--- config.mk ---
export PLATFORM = sky130hd
export DESIGN_NAME = cp0_exc_ctrl
export DESIGN_NICKNAME = d
export VERILOG_FILES = /design/src/rtl/cp0_exc_ctrl.sv
export SDC_FILE = /design/constraint.sdc
export NUM_CORES = 1
export LEC_CHECK = 0
export CORE_ASPECT_RATIO = 0.9
export CORE_MARGIN = 3
export CORE_UTILIZATION = 40
export DETAILED_ROUTE_END_ITERATION = 7
export PLACE_DENSITY = 0.92
export REMOVE_ABC_BUFFERS = 1
export SYNTH_ARGS = -nofsm -noshare
export SYNTH_HDL_FRONTEND = slang
export SYNTH_SLANG_ARGS = --single-unit
--- constraint.sdc ---
create_clock -name Clk -period 2.5 [get_ports Clk]
set_input_delay 0.375 -clock Clk [delete_from_list [all_inputs] [get_ports Clk]]
set_output_delay 0.375 -clock Clk [all_outputs]
set_load 0.01 [all_outputs]
--- src/rtl/cp0_exc_ctrl.sv ---
// -----------------------------------------------------------------------------
// cp0_exc_ctrl
//
// Coprocessor-0 exception/interrupt controller sitting at the M stage. It looks
// at the exception metadata carried down the pipeline (PC, BD, ExcCode) and
// the external interrupt lines. It raises Req in the same cycle when an
// exception or interrupt must be taken, which flushes the pipeline registers
// and redirects fetch to Handler_out. It also owns the SR, Cause, EPC and
// PRId registers and services mtc0 / mfc0 / eret.
//
// Optional feature macro: CP0_BADVADDR_EN
//   When defined, adds a read-only BadVAddr register (reg 8). It is loaded
//   from BadVAddr_in when an AdEL/AdES exception (code 4/5) is taken.
//   When undefined, reg 8 reads 0 and BadVAddr_in is ignored.
//
// Ports:
//   Clk          rising-edge clock
//   Rst          asynchronous active-high reset
//   PC_in        PC of the instruction in M
//   BD_in        instruction in M sits in a branch delay slot
//   ExcCode_in   exception code from M (5'd31 = none)
//   HWInt        level-sensitive external interrupt lines
//   BadVAddr_in  faulting address (optional feature only)
//   A1           mfc0 register number
//   A2           mtc0 register number
//   Din          mtc0 write data
//   We           mtc0 write enable
//   EXLClr       eret in M
//   Dout         mfc0 read data (combinational from A1)
//   EPC_out      EPC with mtc0 bypass (combinational)
//   Handler_out  exception entry address (constant)
//   Req          take exception/interrupt this cycle (combinational)
// -----------------------------------------------------------------------------
module cp0_exc_ctrl #(
    parameter logic [31:0] PRID       = 32'h2021_0B0A,
    parameter logic [31:0] HANDLER_PC = 32'h0000_4180
) (
    input  logic        Clk,
    input  logic        Rst,
    input  logic [31:0] PC_in,
    input  logic        BD_in,
    input  logic [4:0]  ExcCode_in,
    input  logic [5:0]  HWInt,
    input  logic [31:0] BadVAddr_in,
    input  logic [4:0]  A1,
    input  logic [4:0]  A2,
    input  logic [31:0] Din,
    input  logic        We,
    input  logic        EXLClr,
    output logic [31:0] Dout,
    output logic [31:0] EPC_out,
    output logic [31:0] Handler_out,
    output logic        Req
);

    // The EXL bit is the controller state: HANDLER means EXL=1.
    typedef enum logic {
        NORMAL  = 1'b0,
        HANDLER = 1'b1
    } state_t;

    state_t      state, state_nxt;
    logic        exl;
    logic [5:0]  sr_im;
    logic        sr_ie;
    logic        cause_bd;
    logic [5:0]  cause_ip;
    logic [4:0]  cause_exc;
    logic [31:0] epc;
    logic        int_req;
    logic        exc_req;
    logic        wr_sr;
    logic        wr_epc;
    logic [31:0] pc_aligned;
    logic [31:0] epc_take;
    logic        unused_inputs;

    assign exl = (state == HANDLER);

    assign int_req = (|(HWInt & sr_im)) & sr_ie & ~exl;
    assign exc_req = (ExcCode_in != 5'd31) & ~exl;
    assign Req     = int_req | exc_req;

    // A taken exception discards any mtc0 in the same cycle.
    assign wr_sr  = We & (A2 == 5'd12) & ~Req;
    assign wr_epc = We & (A2 == 5'd14) & ~Req;

    // Delay-slot instructions restart at the branch, one word earlier.
    // Subtraction wraps, so PC 0 in a delay slot yields 32'hFFFF_FFFC.
    assign pc_aligned = {PC_in[31:2], 2'b00};
    assign epc_take   = BD_in ? (pc_aligned - 32'd4) : pc_aligned;

    always_ff @(posedge Clk or posedge Rst) begin
        if (Rst) begin
            state <= NORMAL;
        end else begin
            state <= state_nxt;
        end
    end

    // An eret together with an SR write lets the written IM/IE land but
    // always leaves EXL cleared.
    always_comb begin
        state_nxt = state;
        if (Req) begin
            state_nxt = HANDLER;
        end else begin
            if (wr_sr) begin
                state_nxt = Din[1] ? HANDLER : NORMAL;
            end
            if (EXLClr) begin
                state_nxt = NORMAL;
            end
        end
    end

    always_ff @(posedge Clk or posedge Rst) begin
        if (Rst) begin
            sr_im     <= 6'd0;
            sr_ie     <= 1'b0;
            cause_bd  <= 1'b0;
            cause_ip  <= 6'd0;
            cause_exc <= 5'd0;
            epc       <= 32'd0;
        end else begin
            // IP mirrors the raw interrupt lines every cycle.
            cause_ip <= HWInt;
            if (Req) begin
                cause_bd  <= BD_in;
                cause_exc <= int_req ? 5'd0 : ExcCode_in;
                epc       <= epc_take;
            end else begin
                if (wr_sr) begin
                    sr_im <= Din[15:10];
                    sr_ie <= Din[0];
                end
                if (wr_epc) begin
                    epc <= Din;
                end
            end
        end
    end

`ifdef CP0_BADVADDR_EN
    logic [31:0] badvaddr;

    // Only address-error exceptions capture the address; an interrupt that
    // wins priority over a pending exception leaves it untouched.
    always_ff @(posedge Clk or posedge Rst) begin
        if (Rst) begin
            badvaddr <= 32'd0;
        end else if (exc_req && !int_req &&
                     (ExcCode_in == 5'd4 || ExcCode_in == 5'd5)) begin
            badvaddr <= BadVAddr_in;
        end
    end

    assign unused_inputs = ^PC_in[1:0];
`else
    assign unused_inputs = ^{PC_in[1:0], BadVAddr_in};
`endif

    always_comb begin
        Dout = 32'd0;
        case (A1)
`ifdef CP0_BADVADDR_EN
            5'd8:    Dout = badvaddr;
`endif
            5'd12:   Dout = {16'd0, sr_im, 8'd0, exl, sr_ie};
            5'd13:   Dout = {cause_bd, 15'd0, cause_ip, 3'd0, cause_exc, 2'd0};
            5'd14:   Dout = epc;
            5'd15:   Dout = PRID;
            default: Dout = 32'd0;
        endcase
    end

    // Bypass so an eret right after an mtc0 to EPC returns to the new value.
    assign EPC_out     = (We && A2 == 5'd14) ? Din : epc;
    assign Handler_out = HANDLER_PC;

endmodule

# Word-level counts from Yosys, hierarchy flattened
# Cells that the tools add are included.
# classes
add_sub_neg	1
mul	0
div_mod_pow	0
order_cmp	0
eq_ne	7
shifts	0
mux	10
bitwise_logic	11
reduce_logical	5
# ops
cell	count
32-bit two-way mux	4
32-bit one-hot mux with 4 select lines	1
32-bit by 3-bit subtractor with 32-bit output, second input constant	1
5-bit by 4-bit == test with 1-bit output, second input constant	6
1-bit AND	7
6-bit AND	1
6-bit OR reduction	1
5-bit two-way mux	1
5-bit inequality test, second input constant	1
1-bit two-way mux	4
3-bit nonzero test	1
1-bit NOT	2
2-bit AND reduction	1
2-bit nonzero test	1
1-bit logical AND	1
1-bit OR	1
# word_totals
regBits	52
latchBits	0
mem_bits_rw	0
rom_bits	0
in_bits	122
out_inout_bits	97
word_cells	41
n_memories	0

# Depth between registers and ports, before layout
# Gate-level depths: netlist of run 1.
# depth
word_depth	10
mapped_depth	7
mapped_depth_nobuf	6

# Worst setup path after synthesis of run 1
# OpenSTA, ideal clock, no wires.
# synth_timing
kind	input -> register
start	in PC_in[10]
end	reg epc[31]
setup_time_ps	82
t_arrival_ps	2179
required_ps	2418
setup_slack_ps	239
path_stages	5
n_path_buf	1
cell_sequence	or4_1 -> or4b_1 -> buf_2 -> or4_1 -> a31oi_1
# synth_via
elab_chain_cells	3
# synth_lines
item	line_no	source
start, declared	40	input logic [31:0] PC_in,
32-bit by 3-bit subtractor with 32-bit output	91	assign epc_take = BD_in ? (pc_aligned - 32'd4) : pc_aligned;
32-bit two-way mux	91	
32-bit two-way mux	128	if (Req) begin
end signal, assigned	131	epc <= epc_take;
end signal, assigned	138	epc <= Din;
end, declared	69	logic [31:0] epc;
# Every way passes these cells.
# A chain may end at the register's enable or synchronous reset.

# Worst setup path after layout of run 1
# layout_timing
start	in PC_in[10]
end	reg epc[27]
# The elaborated chain is that of the path after synthesis.

==> results.yml, run 1 <==
run_status:
  status: "completed"
die:
  die-area_um2: 11100
  dieWidth_um: 111
  coreArea_um2: 9370
  die_y_um: 100
  rows: 33
  start_util_pct: 42.2
  io_pins: 219
timing:
  hold_viol: 0
  slew_violations: 0
  holdWs_ns: 0.490
  skew_ns: 0.0129
  fin_ws_ns: 0.0468
  fmax_mhz: 408
  setup_viol: 0
  tightest_slew_ns: 0.644
  fin_crit_ns: 2.45
  slew_headroom_pct: 57.0
  fin_crit_sh_pct: 98.1
final_layout:
  final-seq-area_um2: 1300
  diodes: 0
  nNetsFinal: 756
  final_core_utilization_pct: 66.0
  multiInputGateArea_um2: 2510
  fillers: 774
  drive_above_1_share_pct: 28.1
  final_area_um2: 6190
  area_growth_pct: 56.4
yosys:
  ys.flop_type: "dfrtp_1"
  synth.distinct_cells: 45
  synth_area_um2: 3960
  avgSynthCellArea_um2: 9.16
  yosysTopAreaCellShare_pct: 32.9
  synth_edf_count: 0
  synth_top_area_cell: "dfrtp_1"
  synth-seq-area-share_pct: 32.9
  ys_seq_elements: 52
  yosys_warnings: 0
  synthArstFlopShare_pct: 100
  synth_cells: 432
  synthTopCellsByArea: "dfrtp_1 (33%), mux2_2 (11%), buf_4 (6.1%)"
grt:
  grt_pass1_vias: 4370
  grt_max_degree: 35
  grt_overflow: 0
  antenna_found_initial: 0
  grt_usage_pct: 25.3
  grt_pass1_wl_um: 22900
clocking:
  cts.sink_count: 52
  cts_buffer_depth: 2
  clk_pin_slew_ns: 0.10
  cts_tree: "built"
  cts_hold_buffers: 0
  insertion_delay_ns: 0.30
  root_buffer: "clkbuf_8"
  htreeDepth: 2
  cts_made_buffers: 5
placed_design:
  finalWeightedCongestion: 0.899
  post-place-ws_ns: -0.374
  port-buffer-count: 152
  hpwl_um: 11500
  place_area_um2: 5940
power:
  total_power_mw: 4.21
  sw_frac_of_total_pct: 38.2
  p_seq_share_pct: 33.3
  internal-power_mw: 2.60
  p_leak_nw: 2.75
  clkPwrFrac_pct: 12.3
  power.density_nw_per_um2: 681
  vdd_drop_max_mv: 0.465
  pwr-share-comb_pct: 54.4
  p_sw_mw: 1.61
setup_path:
  critPathKind: "in2reg"
  cp-start-kind: "primary input"
  cp.arrival_ns: 2.67
  cp.required_ns: 2.72
  path_max_fanout: 6
  cp-end-kind: "flop"
route:
  finalWirelength_um: 14900
  drt_iter0_drc: 260
  vias: 4303
  wire_per_inst_um: 19.8
  drtAntennaViolNets: 0
  viasPerCell: 5.69
  drtPass1Iterations: 5
  drc: 0
min_path:
  min_path_type: "in2async"
flow_run:
  maxCapViolations: 0
-- power groups by stage --
stage / combinational (mW) / clock (mW) / sequential, mW
after CTS: 2.23 / 0.524 / 1.39
after global placement: 2.33 / 0 / 1.38
final: 2.29 / 0.517 / 1.40
after detailed placement: 2.41 / 0 / 1.40
after floorplan: 1.24 / 0 / 1.32
after global routing: 2.47 / 0.550 / 1.44
-- registers in the layout (all words and copies together) (netlist names) --
name,flops
cause_bd,1
cause_exc,5
cause_ip,6
epc,32
exl,1
sr_ie,1
sr_im,6
-- cells in the mapped netlist, types with 5 or more instances --
cell type	n
a22oi_1	8
nand4_1	5
or3_1	9
dfrtp_1	52
a21oi_1	12
o31a_1	16
inv_1	9
or4_1	15
nor4b_1	15
xnor2_1	10
o21ai_0	7
buf_4	32
mux2_2	38
nor2_1	33
or2_2	21
nand2_1	12
nor3_1	6
and2_1	15
o31ai_1	8
a2111oi_0	16
clkbuf_1	25
a31oi_1	16
mux2i_1	11
-- what timing repair did --
action | 4_1_cts | 5_1_grt
gates cloned | 0 | 0
setup endpoints to repair | 64 | 51
buffers inserted | 4 | 1
pin swaps | 4 | 3
gates resized for setup | 96 | 31
-- cells in the final DEF, fill, tap and decap left out, drive strengths merged, types with 12 or more instances in the layout --
master and count:
clkdlybuf4s50 99, buf 86, dfrtp 52, mux2 38
nor2 33, conb 32, dlygate4sd2 21, or2 21
dlymetal6s2s 17, o31a 16, a2111oi 16, a31oi 16
or4 16, nor4b 16, and2 15, nand2 12
a21oi 12
-- per-stage QoR --
step	cells	TNS (ns)
CTS	755	-0.0704
finish	756	0
global route	756	-0.145
global placement	743	-11.91
detailed placement	743	-14.93
floorplan	401	-1.76
-- worst max-delay path, stage by stage --
cell,delay [ns]
clkdlybuf4s50_1,0.42
or4_4,0.57
or4b_4,0.58
or4_1,0.50
a31oi_1,0.22
-- cell families after synthesis --
| logic type | count (synthesis) | share of synthesized area [%] |
|---|---|---|
| xor+xnor | 12 | 2.66 |
| mux | 49 | 13.6 |
| flops | 52 | 32.9 |
| buf+inv | 71 | 9.80 |
| compound gates | 90 | 16.6 |
| simple gates | 155 | 24.0 |
| fa+ha+maj | 1 | 0.316 |
| other cells | 2 | 0.190 |
-- metal layers --
metal  share of wire (%)  routed length, µm  up-vias  GRT usage (%)
met2                  51               7570      208           45.2
li1                    -                  -     1964              -
met3                 6.3                938       27           3.74
met1                  42               6210     2104           33.0
met5                   0                  0        -              0
met4                 1.5                223        0           4.83
-- cell type report --
| type | instances | share of cell area, % |
|---|---|---|
| Clock buffer | 6 | 1.33 |
| Clock inverter | 2 | 0.243 |
| Inverter | 10 | 0.607 |
| Multi-Input combinational cell | 339 | 40.5 |
| Sequential cell | 52 | 21.0 |
| Tap cell | 122 | 2.47 |
| Timing Repair Buffer | 225 | 33.8 |
-- worst paths after layout --
kind,slack (ns),startpoint,cells after the start,endpoint
setup / recovery,0.05,PC_in[10],5,epc[27]
hold / removal,0.49,Rst,2,epc[0]
setup reg to reg,0.42,sr_im[1],7,sr_im[1]
hold reg to reg,0.54,cause_bd,1,cause_bd
max in group asynchronous,1.42,Rst,3,epc[21]
min in group Clk,0.54,cause_bd,1,cause_bd
No activity file was read; power rests on OpenSTA's default activity.
==> inputs of run 2 (changes only) <==
--- a/config.mk
+++ b/config.mk
@@ -7,3 +7,2 @@
 export LEC_CHECK = 0
-export CORE_ASPECT_RATIO = 0.9
 export CORE_MARGIN = 3
--- a/constraint.sdc
+++ b/constraint.sdc
@@ -3,2 +3,2 @@
 set_output_delay 0.375 -clock Clk [all_outputs]
-set_load 0.01 [all_outputs]
+set_load 0.1 [all_outputs]
==> results.yml, run 2 (same netlist as run 1, synthesis figures left out) <==
setup_path:
  path_max_fanout: 16
  rr_startpoint: "sr_im[0]"
  crit_chain: "clkdlybuf4s50_1 > nand4b_1 > buf_4 > clkbuf_16 > o31a_1 > or2_2 > buf_12"
  worst_path_dominant_cell_family: "buffers and inverters"
  cp.arrival_ns: 2.09
  timing.critical_path.from: "A2[3]"
  cpMaxStageDelayCell: "clkdlybuf4s50_1"
  cp-start-kind: "primary input"
  cp_slowest_stage_delay_ns: 0.51
  timing.critical_path.buf_inv: 4
  critPathKind: "in2out"
  cp.required_ns: 2.12
  cp-end-kind: "output port"
die:
  io_pins: 219
  start_util_pct: 42.0
  coreArea_um2: 9420
  rows: 35
  die-area_um2: 11100
  die_y_um: 105
  dieWidth_um: 105
power:
  p_seq_share_pct: 19.2
  clkPwrFrac_pct: 8.4
  internal-power_mw: 3.40
  sw_frac_of_total_pct: 52.9
  total_power_mw: 7.22
  vdd_drop_max_mv: 0.731
  power.density_nw_per_um2: 1080
  p_leak_nw: 2.67
  pwr-share-comb_pct: 72.3
  p_sw_mw: 3.82
final_layout:
  drive_above_1_share_pct: 31.9
  top_register: "epc"
  final-seq-area_um2: 1300
  layout_common_cells: "clkdlybuf4s50_1 (85), buf_12 (69), dfrtp_1 (52)"
  fillers: 653
  nNetsFinal: 731
  multiInputGateArea_um2: 2440
  largest_register_ffs: 32
  top_regs: "epc: 32 flops, cause_ip: 6 flops, sr_im: 6 flops"
  final_common_cell: "clkdlybuf4s50_1"
  area_growth_pct: 68.3
  diodes: 0
clocking:
  cts_tree: "built"
  cts_made_buffers: 5
  cts_buffer_depth: 2
  cts.sink_count: 52
  clk_pin_slew_ns: 0.11
  htreeDepth: 2
  root_buffer: "clkbuf_8"
  cts_hold_buffers: 0
  insertion_delay_ns: 0.31
grt:
  antenna_found_initial: 0
  grt_overflow: 0
  grt_max_degree: 33
  grt_usage_pct: 25.7
  grt_pass1_vias: 4477
  grt_pass1_wl_um: 23100
timing:
  fin_crit_sh_pct: 98.7
  tns_ns: 0
  slew_headroom_pct: 46.4
  fin_crit_ns: 2.47
  setup_viol: 0
  hold_viol: 0
  fin_ws_ns: 0.0322
  tightest_slew_ns: 0.783
  fmax_mhz: 405
  skew_ns: 0.0121
  slew_violations: 0
run_status:
  status: "completed"
placed_design:
  hpwl_um: 11500
  post-place-ws_ns: -0.276
  port-buffer-count: 152
  finalWeightedCongestion: 0.856
route:
  vias: 4366
  drtPass1Iterations: 5
  viasPerCell: 5.92
  drc: 0
  finalWirelength_um: 15200
  drt_iter0_drc: 473
  drtAntennaViolNets: 0
  wire_per_inst_um: 20.6
min_path:
  min_path_type: "in2async"
flow_run:
  maxCapViolations: 0
run 2: cell count changes in the layout (fill, tap and decap cells not counted), moves of 4 or more:
cell / change
clkdlybuf4s50_1: -14
dlymetal6s2s_1: -15
buf_12: +66
buf_4: -24
nor4b_2: -4
nor4b_1: +5
buf_6: -5
dlygate4sd2_1: -21
buf_2: -10
run 2: metal layers:
metal	track usage, %	wire length [µm]	up-vias
li1	-	-	1910
met1	30.6	5450	2098
met2	44.4	7650	304
met3	4.59	1370	54
met4	12.6	715	0
met5	0	0	-
run 2: final timing paths:
| check | end | slack [ns] | depth (start not counted) |
|---|---|---|---|
| max | EPC_out[28] | 0.03 | 7 |
| min | epc[31] | 0.42 | 2 |
| max reg2reg | epc[31] | 0.15 | 6 |
| min reg2reg | cause_exc[1] | 0.54 | 2 |
| max in group asynchronous | cause_ip[4] | 1.44 | 3 |
| min in group Clk | cause_exc[1] | 0.54 | 2 |
run 2: area by class of cell:
cell class	count	area share, %
Sequential cell	52	19.5
Tap cell	129	2.42
Timing Repair Buffer	200	39.1
Clock inverter	3	0.695
Multi-Input combinational cell	339	36.6
Inverter	10	0.564
Clock buffer	5	1.03
run 2: power by group through the flow:
stage          Combinational (mW)  Clock, mW  Sequential (mW)
2_1_floorplan                3.33          0             1.32
3_3_place_gp                 5.11          0             1.37
3_5_place_dp                 5.20          0             1.40
4_1_cts                      5.21      0.610             1.38
5_1_grt                      5.39      0.641             1.42
6_report                     5.22      0.610             1.39
run 2: repair_timing:
action                                  4_1_cts  5_1_grt
pin swaps                                     1        0
gates cloned                                  0        1
buffers inserted                              0        1
resized for setup                             2       10
endpoints found under the setup margin       17       35
run 2: stage by stage:
stage	utilization, %	hold WS, ns	instance area, µm²	cells
final	70.7	0.416	6660	738
after global routing	70.7	0.432	6660	738
after detailed placement	68.5	0.522	6450	728
after global placement	68.5	0.492	6450	728
after floorplan	-	0.406	3720	401
after CTS	69.8	0.427	6580	736
run 2: worst reg2reg max path: cells and delay by family (launching register included):
kind / cells / cell delay [ns]
AOI/OAI and AO/OA: 3 / 1.15
buffers and inverters: 2 / 0.47
DFF: 1 / 0.41
and+or+nand+nor: 1 / 0.20
